<file path="src/rtl/alu_arbiter_seq.sv">
`default_nettype none
// ============================================================================
//  Module      : alu_arbiter_seq
//  Description : Round-robin arbiter that shares one combinational ALU between
//                two requesters. It registers the winning request's operands
//                and select into the alu_* outputs and holds them for one
//                ISSUE cycle. It then captures the ALU result and flags into a
//                response register that is returned on a valid/ready channel
//                tagged with the requester id. Only one operation is in flight
//                at a time.
//  Ports       : clk, rst_n (async, active low)
//                req{0,1}_valid/ready/a/b/sel/cin  - requester channels
//                alu_a/b/sel/cin  -> ALU,  alu_y/cout/neg/zero/ovf <- ALU
//                resp_valid/ready/id/y/cout/neg/zero/ovf - response channel
//                busy - high whenever the block is not idle
//  Option      : `define ALU_ARB_STATS_EN adds stats_clr input and saturating
//                16-bit grant counters grant_cnt0 / grant_cnt1.
//  Revision    : 1.0 - initial release
// ============================================================================
module alu_arbiter_seq #(
    parameter int WIDTH = 32,
    parameter int SEL_W = 4
) (
    input  logic             clk,
    input  logic             rst_n,
    input  logic             req0_valid,
    output logic             req0_ready,
    input  logic [WIDTH-1:0] req0_a,
    input  logic [WIDTH-1:0] req0_b,
    input  logic [SEL_W-1:0] req0_sel,
    input  logic             req0_cin,
    input  logic             req1_valid,
    output logic             req1_ready,
    input  logic [WIDTH-1:0] req1_a,
    input  logic [WIDTH-1:0] req1_b,
    input  logic [SEL_W-1:0] req1_sel,
    input  logic             req1_cin,
    output logic [WIDTH-1:0] alu_a,
    output logic [WIDTH-1:0] alu_b,
    output logic [SEL_W-1:0] alu_sel,
    output logic             alu_cin,
    input  logic [WIDTH-1:0] alu_y,
    input  logic             alu_cout,
    input  logic             alu_neg,
    input  logic             alu_zero,
    input  logic             alu_ovf,
    output logic             resp_valid,
    input  logic             resp_ready,
    output logic             resp_id,
    output logic [WIDTH-1:0] resp_y,
    output logic             resp_cout,
    output logic             resp_neg,
    output logic             resp_zero,
    output logic             resp_ovf,
`ifdef ALU_ARB_STATS_EN
    input  logic             stats_clr,
    output logic [15:0]      grant_cnt0,
    output logic [15:0]      grant_cnt1,
`endif
    output logic             busy
);

    typedef enum logic [1:0] {
        S_IDLE  = 2'd0,
        S_ISSUE = 2'd1,
        S_RESP  = 2'd2
    } state_t;

    state_t r_state;
    logic   r_last_grant;   // id of the most recent winner
    logic   r_id;           // id of the op currently in flight

    logic             w_any;
    logic             w_grant_id;
    logic             w_accept;
    logic [WIDTH-1:0] w_a;
    logic [WIDTH-1:0] w_b;
    logic [SEL_W-1:0] w_sel;
    logic             w_cin;

    // With both valid the winner is the one that did not win last time;
    // otherwise the single valid requester wins (req1_valid selects id 1).
    assign w_any      = req0_valid | req1_valid;
    assign w_grant_id = (req0_valid & req1_valid) ? ~r_last_grant : req1_valid;
    assign w_accept   = (r_state == S_IDLE) & w_any;

    assign req0_ready = w_accept & ~w_grant_id;
    assign req1_ready = w_accept &  w_grant_id;

    assign w_a   = w_grant_id ? req1_a   : req0_a;
    assign w_b   = w_grant_id ? req1_b   : req0_b;
    assign w_sel = w_grant_id ? req1_sel : req0_sel;
    assign w_cin = w_grant_id ? req1_cin : req0_cin;

    assign busy = (r_state != S_IDLE);

    always_ff @(posedge clk or negedge rst_n) begin
        if (!rst_n) begin
            r_state      <= S_IDLE;
            r_last_grant <= 1'b1;
            r_id         <= 1'b0;
            alu_a        <= '0;
            alu_b        <= '0;
            alu_sel      <= '0;
            alu_cin      <= 1'b0;
            resp_valid   <= 1'b0;
            resp_id      <= 1'b0;
            resp_y       <= '0;
            resp_cout    <= 1'b0;
            resp_neg     <= 1'b0;
            resp_zero    <= 1'b0;
            resp_ovf     <= 1'b0;
        end else begin
            case (r_state)
                S_IDLE: begin
                    if (w_accept) begin
                        alu_a        <= w_a;
                        alu_b        <= w_b;
                        alu_sel      <= w_sel;
                        alu_cin      <= w_cin;
                        r_id         <= w_grant_id;
                        r_last_grant <= w_grant_id;
                        r_state      <= S_ISSUE;
                    end
                end
                S_ISSUE: begin
                    // The ALU has had a full cycle on stable operands.
                    resp_y     <= alu_y;
                    resp_cout  <= alu_cout;
                    resp_neg   <= alu_neg;
                    resp_zero  <= alu_zero;
                    resp_ovf   <= alu_ovf;
                    resp_id    <= r_id;
                    resp_valid <= 1'b1;
                    r_state    <= S_RESP;
                end
                S_RESP: begin
                    if (resp_ready) begin
                        resp_valid <= 1'b0;
                        r_state    <= S_IDLE;
                    end
                end
                default: r_state <= S_IDLE;
            endcase
        end
    end

`ifdef ALU_ARB_STATS_EN
    // Saturating grant counters; a clear wins over a same-cycle increment.
    always_ff @(posedge clk or negedge rst_n) begin
        if (!rst_n) begin
            grant_cnt0 <= '0;
            grant_cnt1 <= '0;
        end else if (stats_clr) begin
            grant_cnt0 <= '0;
            grant_cnt1 <= '0;
        end else begin
            if (req0_ready && grant_cnt0 != 16'hFFFF) grant_cnt0 <= grant_cnt0 + 16'd1;
            if (req1_ready && grant_cnt1 != 16'hFFFF) grant_cnt1 <= grant_cnt1 + 16'd1;
        end
    end
`endif

endmodule
`default_nettype wire

</file>
<file path="config.mk">
export PLATFORM = sky130hd
export DESIGN_NAME = alu_arbiter_seq
export DESIGN_NICKNAME = d
export VERILOG_FILES = /design/src/rtl/alu_arbiter_seq.sv
export SDC_FILE = /design/constraint.sdc
export NUM_CORES = 1
export LEC_CHECK = 0
export CAP_MARGIN = 20
export CORE_UTILIZATION = 34
export DETAILED_ROUTE_END_ITERATION = 8
export DONT_BUFFER_PORTS = 1
export PLACE_DENSITY = 0.55
export SLEW_MARGIN = 10
export SYNTH_ARGS = -nofsm -noshare
export SYNTH_HDL_FRONTEND = slang
export SYNTH_SLANG_ARGS = --single-unit
</file>
<file path="constraint.sdc">
create_clock -name clk -period 3.11 [get_ports clk]
set_input_delay 0.311 -clock clk [delete_from_list [all_inputs] [get_ports clk]]
set_output_delay 0.311 -clock clk [all_outputs]
set_load 0.01 [all_outputs]
</file>
==> metrics <==
status=finished, final reports clean; Yosys top cell by area=sky130_fd_sc_hd__dfrtp_1; maximum root-to-sink buffer count=2; Total GRT Usage=0.168; cell with the largest stage delay on the worst path=sky130_fd_sc_hd__inv_2; sequential cell area=approximately 0.0028 mm2; detail-routed net length per standard cell=23.1 um; synthesized area per cell=between 10 and 15 um2; multi-input combinational cell area=~0.0017 mm2; vias in the first global route=between 3000 and 4000; shortest period the worst path allows=approximately 2300 ps; total number of placement rows=42; Max Clock Freq=around 430 MHz; power per cell area=between 1000 and 1500 mW/mm2; reg-to-reg critical path startpoint=r_state[1]$_DFFE_PN0P_; number of DRC violations after detailed-routing iteration 0=around 130; number of synthesis warnings=0; family with the most delay on the worst path=buffers and inverters; Final ANT Viol Nets=0; measured slew at the worst slew-check pin=1020 ps; final count of negative-setup-slack endpoints=0; Pleak=2.13 nW; longest individual stage delay on the worst path=between 500 and 600 ps; number of maximum-capacitance violations=0; Die Area=around 0.014 mm2; Vias per Instance=about 6.0; grt total ovfl=0; Post-Synthesis Cell Area=around 0.0047 mm2; fraction of the cycle the final worst path needs=0.753; critical-path cell list=nor2_1 -> nand3_1 -> inv_2 -> buf_12; Resize count post-CTS=0; die span in y=around 120 um; Final Max Slew Viols=0; Net count, final=500; start point of the critical path=r_state[1]$_DFFE_PN0P_; reg2reg path depth=5; clock tree from TritonCTS=built; antenna diode instance count=0; data required time of the critical path=2800 ps; number of H-tree levels=3; total wire length=about 12000 um; Worst setup endpoint=req0_ready; final total negative setup slack=0 ps; setup repair after global routing missed its margin=false; share of Yosys cell area claimed by the top area cell type=0.591; worst-case headroom to the max-slew limit=0.321; global-route wire length before repair=~18000 um; Clock Skews=~5.5 ps; reg2reg end=alu_a[1]$_DFFE_PN0P_; Mapped Nets=516; total power consumption of the routed design=slightly above 6 mW; Worst-path clk slew=about 80 ps; clk sink count=111; type of the most critical hold path=primary input to register; vias=roughly 3000; Floorplan Core Area=roughly 0.013 mm2; fill cell count=between 1000 and 1500; ratio of cells with drive above 1 in the final layout=0.199; top cells by area in the synthesized netlist=sky130_fd_sc_hd__dfrtp_1 (59%), sky130_fd_sc_hd__a221o_1 (15%), sky130_fd_sc_hd__o21a_1 (11%); Critical Setup Path Class=register to primary output; worst vdd ir=0.350 mV; synthesized flop and latch total=111; Root Buffer Master=sky130_fd_sc_hd__clkbuf_16; final hold violation count=0; critical path startpoint category=register; synthesized instance count=~340; cts bufs inserted=9; detailed placer's ending HPWL=8110 um; critical path depth in cells=4; buffers inserted by post-CTS timing repair=0; WP data arrival=~2000 ps; Top Ports=between 200 and 300; share of the yosys chip area belonging to registers=0.597; PortBufs=0; RD Place Congestion=0.749; Skew-Pair Late Insertion Delay=roughly 350 ps; final routed DRC violation total=0; number of antenna violations at the first check in global routing=0; setup slack on the worst flop-to-flop path=~1200 ps; synthesis-to-finish area growth=10.8%; maximum number of pins on one net before global-route repair=approximately 110; initial core utilization=0.350; DR pass1 iterations=4; die boundary width=119 um; count of buffer and inverter cells on the critical path=2; crit path max fanout=39; crit path capture type=primary output; count of different cell masters after synthesis=19
-- worst min-delay path by stage --
stage / startpoint / end / slack (ps) / cells past startpoint
floorplan: rst_n / alu_a[0]$_DFFE_PN0P_ / 20 / 0
global placement: rst_n / resp_y[20]$_DFFE_PN0P_ / 20 / 0
detailed placement: rst_n / resp_y[20]$_DFFE_PN0P_ / 20 / 0
CTS: req1_b[16] / alu_b[16]$_DFFE_PN0P_ / 80 / 1
global route: req1_b[26] / alu_b[26]$_DFFE_PN0P_ / 80 / 1
finish: req1_b[30] / alu_b[30]$_DFFE_PN0P_ / 100 / 1
-- layout by cell type (no fill, tap or decap), types with 2 or more instances in the layout --
cell	instances
sky130_fd_sc_hd__a21oi_1	2
sky130_fd_sc_hd__a221o_1	69
sky130_fd_sc_hd__buf_12	3
sky130_fd_sc_hd__clkbuf_16	9
sky130_fd_sc_hd__clkbuf_8	2
sky130_fd_sc_hd__dfrtp_1	110
sky130_fd_sc_hd__inv_2	2
sky130_fd_sc_hd__mux2_2	37
sky130_fd_sc_hd__nand2_1	2
sky130_fd_sc_hd__nor2_1	2
sky130_fd_sc_hd__o21a_1	71
-- metrics by stage --
stage	setup slack [ps]	instance area (um2)	hold slack (ps)	utilization	cells
finish	768	5150	97.1	0.388	502
global route	616	5150	83.9	0.388	502
CTS	739	5150	79.6	0.388	502
detailed placement	1120	4800	18.1	0.361	484
global placement	1180	4800	18.0	0.361	484
floorplan	1690	4650	15.4	-	337
-- report_power, final --
| group | switching (mW) | internal, mW |
|---|---|---|
| clock network | 0.534 | 0.678 |
| logic | 0.877 | 1.06 |
| registers | 0.877 | 2.17 |
-- Yosys cell counts --
cell type,instances
sky130_fd_sc_hd__dfrtp_1,110
sky130_fd_sc_hd__o21a_1,71
sky130_fd_sc_hd__a221o_1,69
sky130_fd_sc_hd__mux2_2,37
sky130_fd_sc_hd__buf_2,21
sky130_fd_sc_hd__clkbuf_1,10
sky130_fd_sc_hd__nor2_1,3
sky130_fd_sc_hd__a21oi_1,2
sky130_fd_sc_hd__buf_4,2
sky130_fd_sc_hd__inv_2,2
sky130_fd_sc_hd__nand2_1,2
sky130_fd_sc_hd__and3_1,1
sky130_fd_sc_hd__dfstp_2,1
sky130_fd_sc_hd__inv_1,1
sky130_fd_sc_hd__nand2b_1,1
sky130_fd_sc_hd__nand3_1,1
sky130_fd_sc_hd__nor2b_1,1
sky130_fd_sc_hd__nor3b_1,1
sky130_fd_sc_hd__or2_2,1
-- sequential cells by signal (all words and copies together), names as in the netlist, 2 cells and up --
register	flops
alu_a	32
alu_b	32
alu_sel	4
r_state	2
resp_y	32
-- worst register-to-register path, stage by stage, from the launching register on --
cell,delay [ps]
sky130_fd_sc_hd__dfrtp_1,440
sky130_fd_sc_hd__nor2_1,200
sky130_fd_sc_hd__inv_2,310
sky130_fd_sc_hd__buf_4,380
sky130_fd_sc_hd__o21a_1,260
sky130_fd_sc_hd__a221o_1,260
-- logic make-up (layout without fill, tap and decap cells) --
family	after synthesis	count (layout)	share of synthesized area
buffers and inverters	36	25	0.0363
and+or+nand+nor	11	11	0.0121
DFF	111	111	0.597
muxes	37	37	0.0895
AOI/OAI and AO/OA	142	142	0.265
-- layout make-up --
cell class	count	area share
well taps	176	0.0427
inverters	3	0.00218
flip-flops and latches	111	0.539
clock inverters	5	0.0124
repair buffers	6	0.0204
clock buffers	11	0.0490
multi-input cells	190	0.334
-- metal layers --
layer  vias up  GRT usage  part of all wire
li1       1290          -                 -
met3        15     0.0551             0.092
met5         -          0                 0
met2       198      0.275              0.49
met1      1502      0.202              0.39
met4         0     0.0728             0.023
-- repair_timing --
action                                 CTS  global route
hold buffers                             2             0
setup endpoints to repair                0             0
endpoints found under the hold margin  111             0
Note: power is estimated with default switching activity, not from simulation.
